--- src/rtl/lifo_pkg.sv ---
// lifo_pkg: default stack geometry and the per-cycle operation encoding {push_fire, pop_fire}
package lifo_pkg;
    localparam int LIFO_DEPTH  = 16;
    localparam int LIFO_DATA_W = 8;

    typedef enum logic [1:0] {
        OP_IDLE = 2'b00,
        OP_POP  = 2'b01,
        OP_PUSH = 2'b10,
        OP_REPL = 2'b11
    } op_e;
endpackage

--- src/rtl/lifo_stack_dp_if.sv ---
// lifo_stack_dp_if: push and pop valid/ready channels; master = producer/consumer, slave = stack
interface lifo_stack_dp_if
    import lifo_pkg::*;
#(
    parameter int DATA_W = LIFO_DATA_W
);
    logic              push_valid;
    logic              push_ready;
    logic [DATA_W-1:0] push_data;
    logic              pop_valid;
    logic              pop_ready;
    logic [DATA_W-1:0] pop_data;

    modport master (
        output push_valid, push_data, pop_ready,
        input  push_ready, pop_valid, pop_data
    );

    modport slave (
        input  push_valid, push_data, pop_ready,
        output push_ready, pop_valid, pop_data
    );
endinterface

--- src/rtl/lifo_regfile.sv ---
// lifo_regfile: storage below TOS; one synchronous write port, one asynchronous read port, no reset
module lifo_regfile #(
    parameter int N   = 15,
    parameter int W   = 8,
    parameter int A_W = 4
) (
    input  logic           clk,
    input  logic           wr_en,
    input  logic [A_W-1:0] wr_addr,
    input  logic [W-1:0]   wr_data,
    input  logic [A_W-1:0] rd_addr,
    output logic [W-1:0]   rd_data
);
    logic [W-1:0] mem [N];

    always_ff @(posedge clk)
        if (wr_en) mem[wr_addr] <= wr_data;

    // addresses past the last entry occur only when the read is unused
    assign rd_data = 32'(rd_addr) < N ? mem[rd_addr] : '0;
endmodule

--- src/rtl/lifo_stack_dp.sv ---
// lifo_stack_dp: valid/ready LIFO with a registered TOS over a register file.
// Optional macro LIFO_FLUSH_EN adds a synchronous flush input.
module lifo_stack_dp
    import lifo_pkg::*;
#(
    parameter int DEPTH  = LIFO_DEPTH,
    parameter int DATA_W = LIFO_DATA_W,
    parameter int PTR_W  = $clog2(DEPTH)
) (
    input  logic           clk,
    input  logic           rst,
    lifo_stack_dp_if.slave bus,
    output logic [PTR_W:0] count,
    output logic           full,
    output logic           empty,
    output logic           ovf_err,
    output logic           unf_err,
`ifdef LIFO_FLUSH_EN
    input  logic           flush,
`endif
    input  logic           clr_err
);
    localparam logic [PTR_W:0] CNT_MAX = (PTR_W+1)'(DEPTH);
    localparam logic [PTR_W:0] ONE     = (PTR_W+1)'(1);
    localparam logic [PTR_W:0] TWO     = (PTR_W+1)'(2);

    logic [DATA_W-1:0] tos, tos_nxt, rd_data;
    logic [PTR_W:0]    count_nxt;
    logic [PTR_W-1:0]  wr_addr, rd_addr;
    logic              push_fire, pop_fire, fl, wr_en, ovf_nxt, unf_nxt;
    op_e               op;

`ifdef LIFO_FLUSH_EN
    assign fl = flush;
`else
    assign fl = 1'b0;
`endif

    assign full           = count == CNT_MAX;
    assign empty          = count == '0;
    assign bus.push_ready = !full;
    assign bus.pop_valid  = !empty;
    assign bus.pop_data   = tos;
    assign push_fire      = bus.push_valid && !full;
    assign pop_fire       = bus.pop_ready && !empty;
    assign op             = op_e'({push_fire, pop_fire});
    assign wr_addr        = PTR_W'(count - ONE);
    assign rd_addr        = PTR_W'(count - TWO);

    always_comb begin
        tos_nxt   = tos;
        count_nxt = count;
        wr_en     = 1'b0;
        if (fl) begin
            count_nxt = '0;
        end else if (op == OP_PUSH) begin
            wr_en     = !empty;
            tos_nxt   = bus.push_data;
            count_nxt = count + ONE;
        end else if (op == OP_POP) begin
            tos_nxt   = count >= TWO ? rd_data : tos;
            count_nxt = count - ONE;
        end else if (op == OP_REPL) begin
            tos_nxt   = bus.push_data;
        end
    end

    // a new misuse in the same cycle as clr_err keeps the flag set
    assign ovf_nxt = (bus.push_valid && full && !fl) || (ovf_err && !clr_err);
    assign unf_nxt = (bus.pop_ready && empty && !fl) || (unf_err && !clr_err);

    always_ff @(posedge clk or posedge rst)
        if (rst) begin
            count   <= '0;
            tos     <= '0;
            ovf_err <= 1'b0;
            unf_err <= 1'b0;
        end else begin
            count   <= count_nxt;
            tos     <= tos_nxt;
            ovf_err <= ovf_nxt;
            unf_err <= unf_nxt;
        end

    lifo_regfile #(
        .N   (DEPTH - 1),
        .W   (DATA_W),
        .A_W (PTR_W)
    ) u_rf (
        .clk     (clk),
        .wr_en   (wr_en),
        .wr_addr (wr_addr),
        .wr_data (tos),
        .rd_addr (rd_addr),
        .rd_data (rd_data)
    );
endmodule

--- src/flat_wrapper.sv ---
// flat-port wrapper written by rule: the top's interface ports become plain ports
module lifo_stack_dp_flat import lifo_pkg::*;
#(
    parameter int DEPTH  = LIFO_DEPTH,
    parameter int DATA_W = LIFO_DATA_W,
    parameter int PTR_W  = $clog2(DEPTH)
)
  (clk, rst, count, full, empty, ovf_err, unf_err, clr_err, bus_push_valid, bus_push_data, bus_pop_ready, bus_push_ready, bus_pop_valid, bus_pop_data);
  lifo_stack_dp_if #(.DATA_W(DATA_W)) bus_i ();
  input  logic clk;
  input  logic rst;
  output logic [PTR_W:0] count;
  output logic full;
  output logic empty;
  output logic ovf_err;
  output logic unf_err;
  input  logic clr_err;
  input wire logic [$bits(bus_i.push_valid)-1:0] bus_push_valid;
  input wire logic [$bits(bus_i.push_data)-1:0] bus_push_data;
  input wire logic [$bits(bus_i.pop_ready)-1:0] bus_pop_ready;
  output wire logic [$bits(bus_i.push_ready)-1:0] bus_push_ready;
  output wire logic [$bits(bus_i.pop_valid)-1:0] bus_pop_valid;
  output wire logic [$bits(bus_i.pop_data)-1:0] bus_pop_data;
  assign bus_i.push_valid = bus_push_valid;
  assign bus_i.push_data = bus_push_data;
  assign bus_i.pop_ready = bus_pop_ready;
  assign bus_push_ready = bus_i.push_ready;
  assign bus_pop_valid = bus_i.pop_valid;
  assign bus_pop_data = bus_i.pop_data;
  lifo_stack_dp #(.DEPTH(DEPTH), .DATA_W(DATA_W), .PTR_W(PTR_W)) u_core (.clk(clk), .rst(rst), .bus(bus_i), .count(count), .full(full), .empty(empty), .ovf_err(ovf_err), .unf_err(unf_err), .clr_err(clr_err));
endmodule
--- config.mk ---
export PLATFORM = sky130hd
export DESIGN_NAME = lifo_stack_dp_flat
export DESIGN_NICKNAME = d
export VERILOG_FILES = /design/src/rtl/lifo_pkg.sv /design/src/rtl/lifo_stack_dp_if.sv /design/src/rtl/lifo_regfile.sv /design/src/rtl/lifo_stack_dp.sv /design/src/flat_wrapper.sv
export SDC_FILE = /design/constraint.sdc
export NUM_CORES = 1
export LEC_CHECK = 0
export CAP_MARGIN = 30
export CORE_UTILIZATION = 59
export CTS_CLUSTER_SIZE = 28
export DETAILED_ROUTE_END_ITERATION = 10
export PLACE_DENSITY = 0.86
export SETUP_SLACK_MARGIN = 0.2
export SYNTH_ARGS = -nofsm -noshare
export SYNTH_HDL_FRONTEND = slang
export SYNTH_SLANG_ARGS = --single-unit
export TNS_END_PERCENT = 10
--- constraint.sdc ---
create_clock -name clk -period 4.6 [get_ports clk]
set_input_delay 0.92 -clock clk [delete_from_list [all_inputs] [get_ports clk]]
set_output_delay 0.92 -clock clk [all_outputs]
set_load 0.01 [all_outputs]
# [Word-level counts from Yosys, hierarchy flattened]
# Memories as Yosys holds them, arrays and structs flattened.
# Index checks and enable logic that the tools add are counted.
# W data, S select, Z words.
[totals] ramBits=120 wordCells=40 mem_count=1 latch_bits=0 romBits=0 reg_bits=15 inputBits=13 output_inout_bits=19
[op_classes] muxes=10 n_div=0 shifts=0 add_sub_neg=3 order_cmp=2 reduce_logical=15 bitwise_logic=0 mul=0 n_eq_ne=5
[memory_table] memory="u_core.u_rf.mem" depth=15 width=8 rd=1 rd_clocked_by_memory_dff=0 wr=1 line_no="lifo_regfile.sv:14" source="logic [W-1:0] mem [N];"
[op_table] op="$mux W8" n=5
[op_table] op="$mux W5" n=2
[op_table] op="$logic_and A1 B1 Y1" n=6
[op_table] op="$add A5 B1 Y5 const B" n=1
[op_table] op="$eq A5 B5 Y1 const B" n=1
[op_table] op="$ge A5 B2 Y1 const B" n=1
[op_table] op="$logic_not A5 Y1" n=1
[op_table] op="$sub A5 B1 Y5 const B" n=1
[op_table] op="$eq A2 B2 Y1 const B" n=2
[op_table] op="$lt A4 B4 Y1 const B" n=1
[op_table] op="$sub A4 B2 Y4 const B" n=1
[op_table] op="$logic_not A1 Y1" n=3
[op_table] op="$mux W1" n=3
[op_table] op="$ne A3 B2 Y1 const B" n=1
[op_table] op="$reduce_bool A3 Y1" n=1
[op_table] op="$eq A2 B1 Y1 const B" n=1
[op_table] op="$logic_or A1 B1 Y1" n=2
[op_table] op="$reduce_and A2 Y1" n=1
[op_table] op="$reduce_bool A2 Y1" n=1

# [Logic depth before layout (Yosys ltp)]
[logic_depth] depth_word=7 mapped_depth=16 depth_no_buf=10

# [By module]
# From an unflattened synthesis, not the netlist that was laid out.
[unflattened] cells_unflattened=347 hier_area_um2=5805.6
[by_module_without_submodules] module="lifo_regfile" seq_area_each_um2=3603.5 cells_each=252 area_each_um2=4760.8 instances=1
[by_module_without_submodules] module="lifo_stack_dp" seq_area_each_um2=375.4 cells_each=95 area_each_um2=1044.8 instances=1

# [Least setup slack after synthesis]
# No wires, ideal clock.
[synth_path] path_type="register to register" from="register u_core.count[0]" to="memory u_core.u_rf.mem[10][0] (enable)" setup_time_ps=370 n_path_buf=5 stages_incl_launch_ff=15 path_slack_ps=1017 required_time_ps=4230 period_less_slack_ps=3583 arrival_ps=3213 path_cell_list="dfrtp_1 > clkbuf_1 > buf_2 > buf_2 > inv_1 > ha_1 > or4b_4 > buf_6 > and2_2 > inv_1 > ha_1 > clkbuf_1 > and2_2 > nand2_1 > nor2_1"
[synth_via] elab_chain_len=7 word_cells_on_any_way=11 cone_classes="add/sub: 1; eq/ne: 2; mux: 3; reduce/logical: 5"
[synth_lines] item="from (decl)" line_no="lifo_stack_dp.sv:13" source="output logic [PTR_W:0] count,"
[synth_lines] item="from (signal assigned)" line_no="lifo_stack_dp.sv:79" source="count <= count_nxt;"
[synth_lines] item="$logic_not A5 Y1 (*)" line_no="lifo_stack_dp.sv:40" source="assign empty = count == '0;"
[synth_lines] item="$logic_not A1 Y1 (*)"
[synth_lines] item="net bus_pop_valid" line_no="flat_wrapper.sv:22" source="output wire logic [$bits(bus_i.pop_valid)-1:0] bus_pop_valid;"
[synth_lines] item="$logic_and A1 B1 Y1" line_no="lifo_stack_dp.sv:45" source="assign pop_fire = bus.pop_ready && !empty;"
[synth_lines] item="$eq A2 B2 Y1" line_no="lifo_stack_dp.sv:56" source="end else if (op == OP_PUSH) begin"
[synth_lines] item="$mux W1 (*)" line_no="lifo_stack_dp.sv:56"
[synth_lines] item="$mux W1 (*)" line_no="lifo_regfile.sv:17" source="if (wr_en) mem[wr_addr] <= wr_data;"
[synth_lines] item="$mux W1 (implied by the code) (*)" line_no="lifo_regfile.sv:17"
[synth_lines] item="to (decl)" line_no="lifo_regfile.sv:14"
# The timed path passes the listed nets; every way through them passes the cells marked *.

# [Worst setup path in the final report]
[layout_path] from="register u_core.count[1]" to="output empty"
[layout_via] elab_chain_len=1
[layout_lines] item="$logic_not A5 Y1" line_no="lifo_stack_dp.sv:40"
[layout_lines] item="to (decl)" line_no="flat_wrapper.sv:14" source="output logic empty;"
# No other way between the ends.

==> qor.log <==
INFO  place          detailed_place.area=6150squm
INFO  global_routing via_count_of_the_first_global_routing_pass=3446
INFO  setup_path     crit_chain=inv_1 > ha_1 > or4b_4 > inv_1 > clkdlybuf4s50_1
INFO  pwr            internal_power=2.99mW
INFO  clock_network  cts_buffers=17
INFO  setup_path     critical_path_arrival=2.68ns
INFO  sta            final_min_period_over_clock_period=78.2%
INFO  place          port_buffers=31
INFO  sta            hold_viol=0
INFO  cells_and_area fill_cells=612
INFO  place          dpl.hpwl=7180um
INFO  floorplan      start_util=61.6%
INFO  setup_path     critical-path-slowest-cell=sky130_fd_sc_hd__clkdlybuf4s50_1
INFO  logic_synthesis share_of_synthesized_area_occupied_by_flip_flops_and_latches=68.9%
INFO  sta            skew=0.00857ns
INFO  setup_path     start_of_the_worst_register_to_register_path=u_core.count[1]$_DFFE_PP0P_
INFO  pwr            sequentialPowerShare=40.9%
INFO  logic_synthesis count_of_different_cell_masters_after_synthesis=39
INFO  sta            max_slew.worst_pin.slew=1.01ns
INFO  detailed_routing initialDrtViolationCount=415
INFO  logic_synthesis post_synth_instance_area=5770squm
INFO  setup_path     cell_repeated_most_along_the_worst_path=sky130_fd_sc_hd__inv_1
INFO  clock_network  cts_tree=built
INFO  logic_synthesis ys_warn_count=0
INFO  sta            post-route-min-period=3.60ns
INFO  global_routing grt_first_pass_wirelength=18400um
INFO  floorplan      die_height=101um
INFO  sta            setup_total_negative_slack=0ns
INFO  detailed_routing drt_first_pass_iters=5
INFO  logic_synthesis synth_edf_count=120
INFO  clock_network  cts_resized=0
INFO  sta            slew_headroom=32.6%
INFO  clock_network  worst_skew_pair.late_latency=0.52ns
INFO  detailed_routing num_vias=3304
INFO  min_path       hold_start=u_core.unf_err$_DFF_PP0_
INFO  setup_path     worst_r2r_endpoint=u_core.u_rf.mem[12][5]$_DFFE_PP_
INFO  setup_path     timing.critical_path.buf_inv=3
INFO  clock_network  h-tree-depth=4
INFO  setup_path     worst_ep_required_time=3.68ns
INFO  floorplan      num_rows=35
INFO  logic_synthesis synthFlopType=sky130_fd_sc_hd__edfxtp_1
INFO  pwr            static_leakage=2.38nW
INFO  pwr            power-per-cell-area=677nW/um^2
INFO  setup_path     r2r.worst_path.cells=9
INFO  cells_and_area antenna-diode-count=0
INFO  detailed_routing route.final.wire_length=11800um
INFO  clock_network  clock_transition_time_at_the_flip_flop_clock_pins_of_the_worst_setup_and_hold_paths=0.06ns
INFO  logic_synthesis syn-mean-instance-area=15.6squm
INFO  status         run_status=complete, no violations
INFO  clock_network  cts_hold_buf=0
INFO  setup_path     reg2reg_slack=1.08ns
INFO  setup_path     end_kind=primary output
INFO  setup_path     critical-path-top-delay-family=buffers and inverters
INFO  pwr            total_power=4.56mW
INFO  detailed_routing routed_via_density=6.08
INFO  clock_network  cts_setup_buffers=0
INFO  setup_path     highest_cell_delay_on_the_worst_timing_path=0.55ns
INFO  setup_path     critical_path.startpoint_type=flop
INFO  job            cap_violations=0
INFO  setup_path     crit_type=reg -> out
INFO  floorplan      core=9370squm
INFO  sta            rsz_0062_raised_after_global_routing=no
INFO  logic_synthesis synth_fp_nets=394
INFO  setup_path     maximum_fanout_along_the_worst_path=13
INFO  logic_synthesis post_synth_inst_count=369
INFO  pwr            share_of_power_burned_in_the_clock_network=28.9%
INFO  logic_synthesis register_bit_count_reported_by_yosys=135
INFO  global_routing globalRouteOverflowTotal=0
INFO  global_routing grt_max_degree=65
INFO  detailed_routing remaining_routing_drc_violations=0
INFO  floorplan      dieWidth=101um
INFO  clock_network  cts.root.buffer_cell=sky130_fd_sc_hd__clkbuf_8
INFO  min_path       timing.hold.worst.class=reg -> reg
INFO  detailed_routing avgRoutedWirePerCell=21.7um
INFO  pwr            combPwrFrac=30.2%
INFO  min_path       whs_endpoint=u_core.unf_err$_DFF_PP0_
INFO  pwr            power.net_switching=1.57mW
INFO  cells_and_area drive_gt1_share=14.3%
INFO  cells_and_area nNetsFinal=426
INFO  cells_and_area areaGrowthSynthToFinish=16.6%
INFO  detailed_routing antenna_left=0
INFO  floorplan      io_pins=32
INFO  sta            setup-violations-final=0
INFO  place          finalWeightedCongestion=0.869
INFO  min_path       worstHoldPathCells=2
INFO  pwr            switching_share=34.5%
INFO  global_routing grt_util_all_layers=25.6%
INFO  global_routing antenna_found_initial=0
INFO  clock_network  ctsLongestPathBuffers=2
INFO  floorplan      fp.dieArea=10200squm
INFO  sta            report.final.slew_viol_count=0
INFO  clock_network  cts_num_sinks=135
INFO  pwr            worst_voltage_drop_across_the_vdd_grid=0.000354V
INFO  sta            maxClockFrequency=278MHz
INFO  logic_synthesis synth-async-reset-ratio=11.1%
INFO  cells_and_area fin_area=6730squm
==> worst reg2reg max path, cell delays in order, from the launching register on <==
cell and delay, ns:
sky130_fd_sc_hd__dfrtp_1 0.51, sky130_fd_sc_hd__inv_1 0.24, sky130_fd_sc_hd__ha_1 0.23, sky130_fd_sc_hd__or4b_4 0.53, sky130_fd_sc_hd__and2_2 0.23, sky130_fd_sc_hd__inv_1 0.05, sky130_fd_sc_hd__ha_1 0.32, sky130_fd_sc_hd__and2_2 0.25
sky130_fd_sc_hd__nand2_1 0.17, sky130_fd_sc_hd__nor2_1 0.61
==> layer usage <==
| metal | track usage, % | up-vias | wire [um] |
|---|---|---|---|
| li1 | - | 1491 | - |
| met1 | 31.1 | 1649 | 4540 |
| met2 | 43.6 | 140 | 6080 |
| met3 | 6.73 | 24 | 893 |
| met4 | 10.9 | 0 | 255 |
| met5 | 0 | - | 0 |
==> layout by cell type, fill, tap and decap left out, types with 2 or more instances in the layout <==
cell                              instances
sky130_fd_sc_hd__and2_2                   2
sky130_fd_sc_hd__clkbuf_16               16
sky130_fd_sc_hd__bufinv_16                2
sky130_fd_sc_hd__ha_1                    12
sky130_fd_sc_hd__clkinv_4                 2
sky130_fd_sc_hd__nor2_1                  19
sky130_fd_sc_hd__o21ai_0                 10
sky130_fd_sc_hd__clkinvlp_4               3
sky130_fd_sc_hd__a31oi_2                  8
sky130_fd_sc_hd__inv_1                   11
sky130_fd_sc_hd__nor2b_1                  4
sky130_fd_sc_hd__buf_4                    3
sky130_fd_sc_hd__inv_8                    2
sky130_fd_sc_hd__a32oi_1                  8
sky130_fd_sc_hd__a21oi_1                  2
sky130_fd_sc_hd__clkdlybuf4s50_1         31
sky130_fd_sc_hd__nor3_1                   8
sky130_fd_sc_hd__o22ai_1                  9
sky130_fd_sc_hd__edfxtp_1               120
sky130_fd_sc_hd__xor2_1                   5
sky130_fd_sc_hd__a22o_1                   8
sky130_fd_sc_hd__mux2i_1                 49
sky130_fd_sc_hd__dfrtp_1                 14
sky130_fd_sc_hd__mux2_2                   8
sky130_fd_sc_hd__a22oi_1                 16
sky130_fd_sc_hd__inv_6                    4
sky130_fd_sc_hd__xnor2_1                  4
sky130_fd_sc_hd__nand2_1                 15
sky130_fd_sc_hd__nand2b_1                 2
sky130_fd_sc_hd__clkinv_2                 2
==> worst max-delay path by stage <==
stage                                            from                            endpoint  slack [ns]  depth (start not counted)
final                     u_core.count[1]$_DFFE_PP0P_                               empty        1.00                          5
after global routing      u_core.count[1]$_DFFE_PP0P_  u_core.bus.pop_data[3]$_DFFE_PP0P_        0.86                         10
after CTS                 u_core.count[1]$_DFFE_PP0P_                               empty         1.0                          5
after detailed placement                bus_pop_ready  u_core.bus.pop_data[1]$_DFFE_PP0P_        0.95                          8
after global placement                  bus_pop_ready  u_core.bus.pop_data[0]$_DFFE_PP0P_        1.07                          8
after floorplan           u_core.count[0]$_DFFE_PP0P_    u_core.u_rf.mem[10][0]$_DFFE_PP_        1.02                         14
==> power groups by stage <==
stage / logic (mW) / registers (mW) / clock network [mW]
after global routing: 1.49 / 1.89 / 1.37
after global placement: 1.33 / 1.87 / 0
after CTS: 1.37 / 1.86 / 1.32
after detailed placement: 1.35 / 1.88 / 0
after floorplan: 0.966 / 1.79 / 0
final: 1.37 / 1.87 / 1.32
==> Yosys cell counts, types with 2 or more instances <==
master                       n  share of area [%]
sky130_fd_sc_hd__nor2_1     19                1.2
sky130_fd_sc_hd__buf_1       2               0.13
sky130_fd_sc_hd__inv_1      11               0.72
sky130_fd_sc_hd__o22ai_1     9               0.98
sky130_fd_sc_hd__nand2b_1    2               0.22
sky130_fd_sc_hd__edfxtp_1  120                 62
sky130_fd_sc_hd__a22oi_1    16                2.1
sky130_fd_sc_hd__buf_2       7               0.61
sky130_fd_sc_hd__buf_6       4               0.78
sky130_fd_sc_hd__a31oi_2     8                1.7
sky130_fd_sc_hd__xor2_1      5               0.76
sky130_fd_sc_hd__a21oi_1     2               0.17
sky130_fd_sc_hd__clkbuf_1    7               0.46
sky130_fd_sc_hd__nor3_1      8               0.69
sky130_fd_sc_hd__o21ai_0    10               0.87
sky130_fd_sc_hd__a32oi_1     8                1.2
sky130_fd_sc_hd__nand2_1    15               0.98
sky130_fd_sc_hd__ha_1       12                2.6
sky130_fd_sc_hd__dfrtp_1    15                6.5
sky130_fd_sc_hd__nor2b_1     4               0.43
sky130_fd_sc_hd__mux2i_1    49                8.5
sky130_fd_sc_hd__and2_2      2               0.26
sky130_fd_sc_hd__mux2_2      8                1.6
sky130_fd_sc_hd__xnor2_1     4               0.61
sky130_fd_sc_hd__a22o_1      8                1.2
==> sequential cells by signal (all words and copies together) (netlist names) <==
name                 flops
u_core.count             5
u_core.unf_err           1
u_core.u_rf.mem        120
u_core.bus.pop_data      8
u_core.ovf_err           1
==> metrics by stage <==
stage | util [%] | hold WS [ns] | std cells | worst slack [ns]
3_3_place_gp | 65.6 | 0.509 | 511 | 1.07
6_report | 71.8 | 0.527 | 543 | 1.00
3_5_place_dp | 65.6 | 0.524 | 511 | 0.946
2_1_floorplan | - | 0.549 | 369 | 1.02
4_1_cts | 71.8 | 0.534 | 543 | 0.998
5_1_grt | 71.8 | 0.573 | 543 | 0.857
==> cell type report <==
class / count / area [sq um] / share of cell area (%)
clock buffer: 17 / 414 / 6.15
clock inverter: 15 / 168 / 2.49
inverter: 11 / 41.3 / 0.613
multi-input combinational: 202 / 1630 / 24.3
sequential: 135 / 3980 / 59.2
tap: 129 / 161 / 2.40
timing repair buffer: 34 / 333 / 4.94
==> logic make-up after synthesis <==
kind of cell / synth area share [%]
flip-flops: 68.9
AO/OA/AOI/OAI: 9.43
AND/OR/NAND/NOR: 4.83
multiplexers: 10.1
buffers and inverters: 2.77
adder cells (fa/ha/maj): 2.60
XOR/XNOR: 1.37
(Power assumes the default switching activity.)
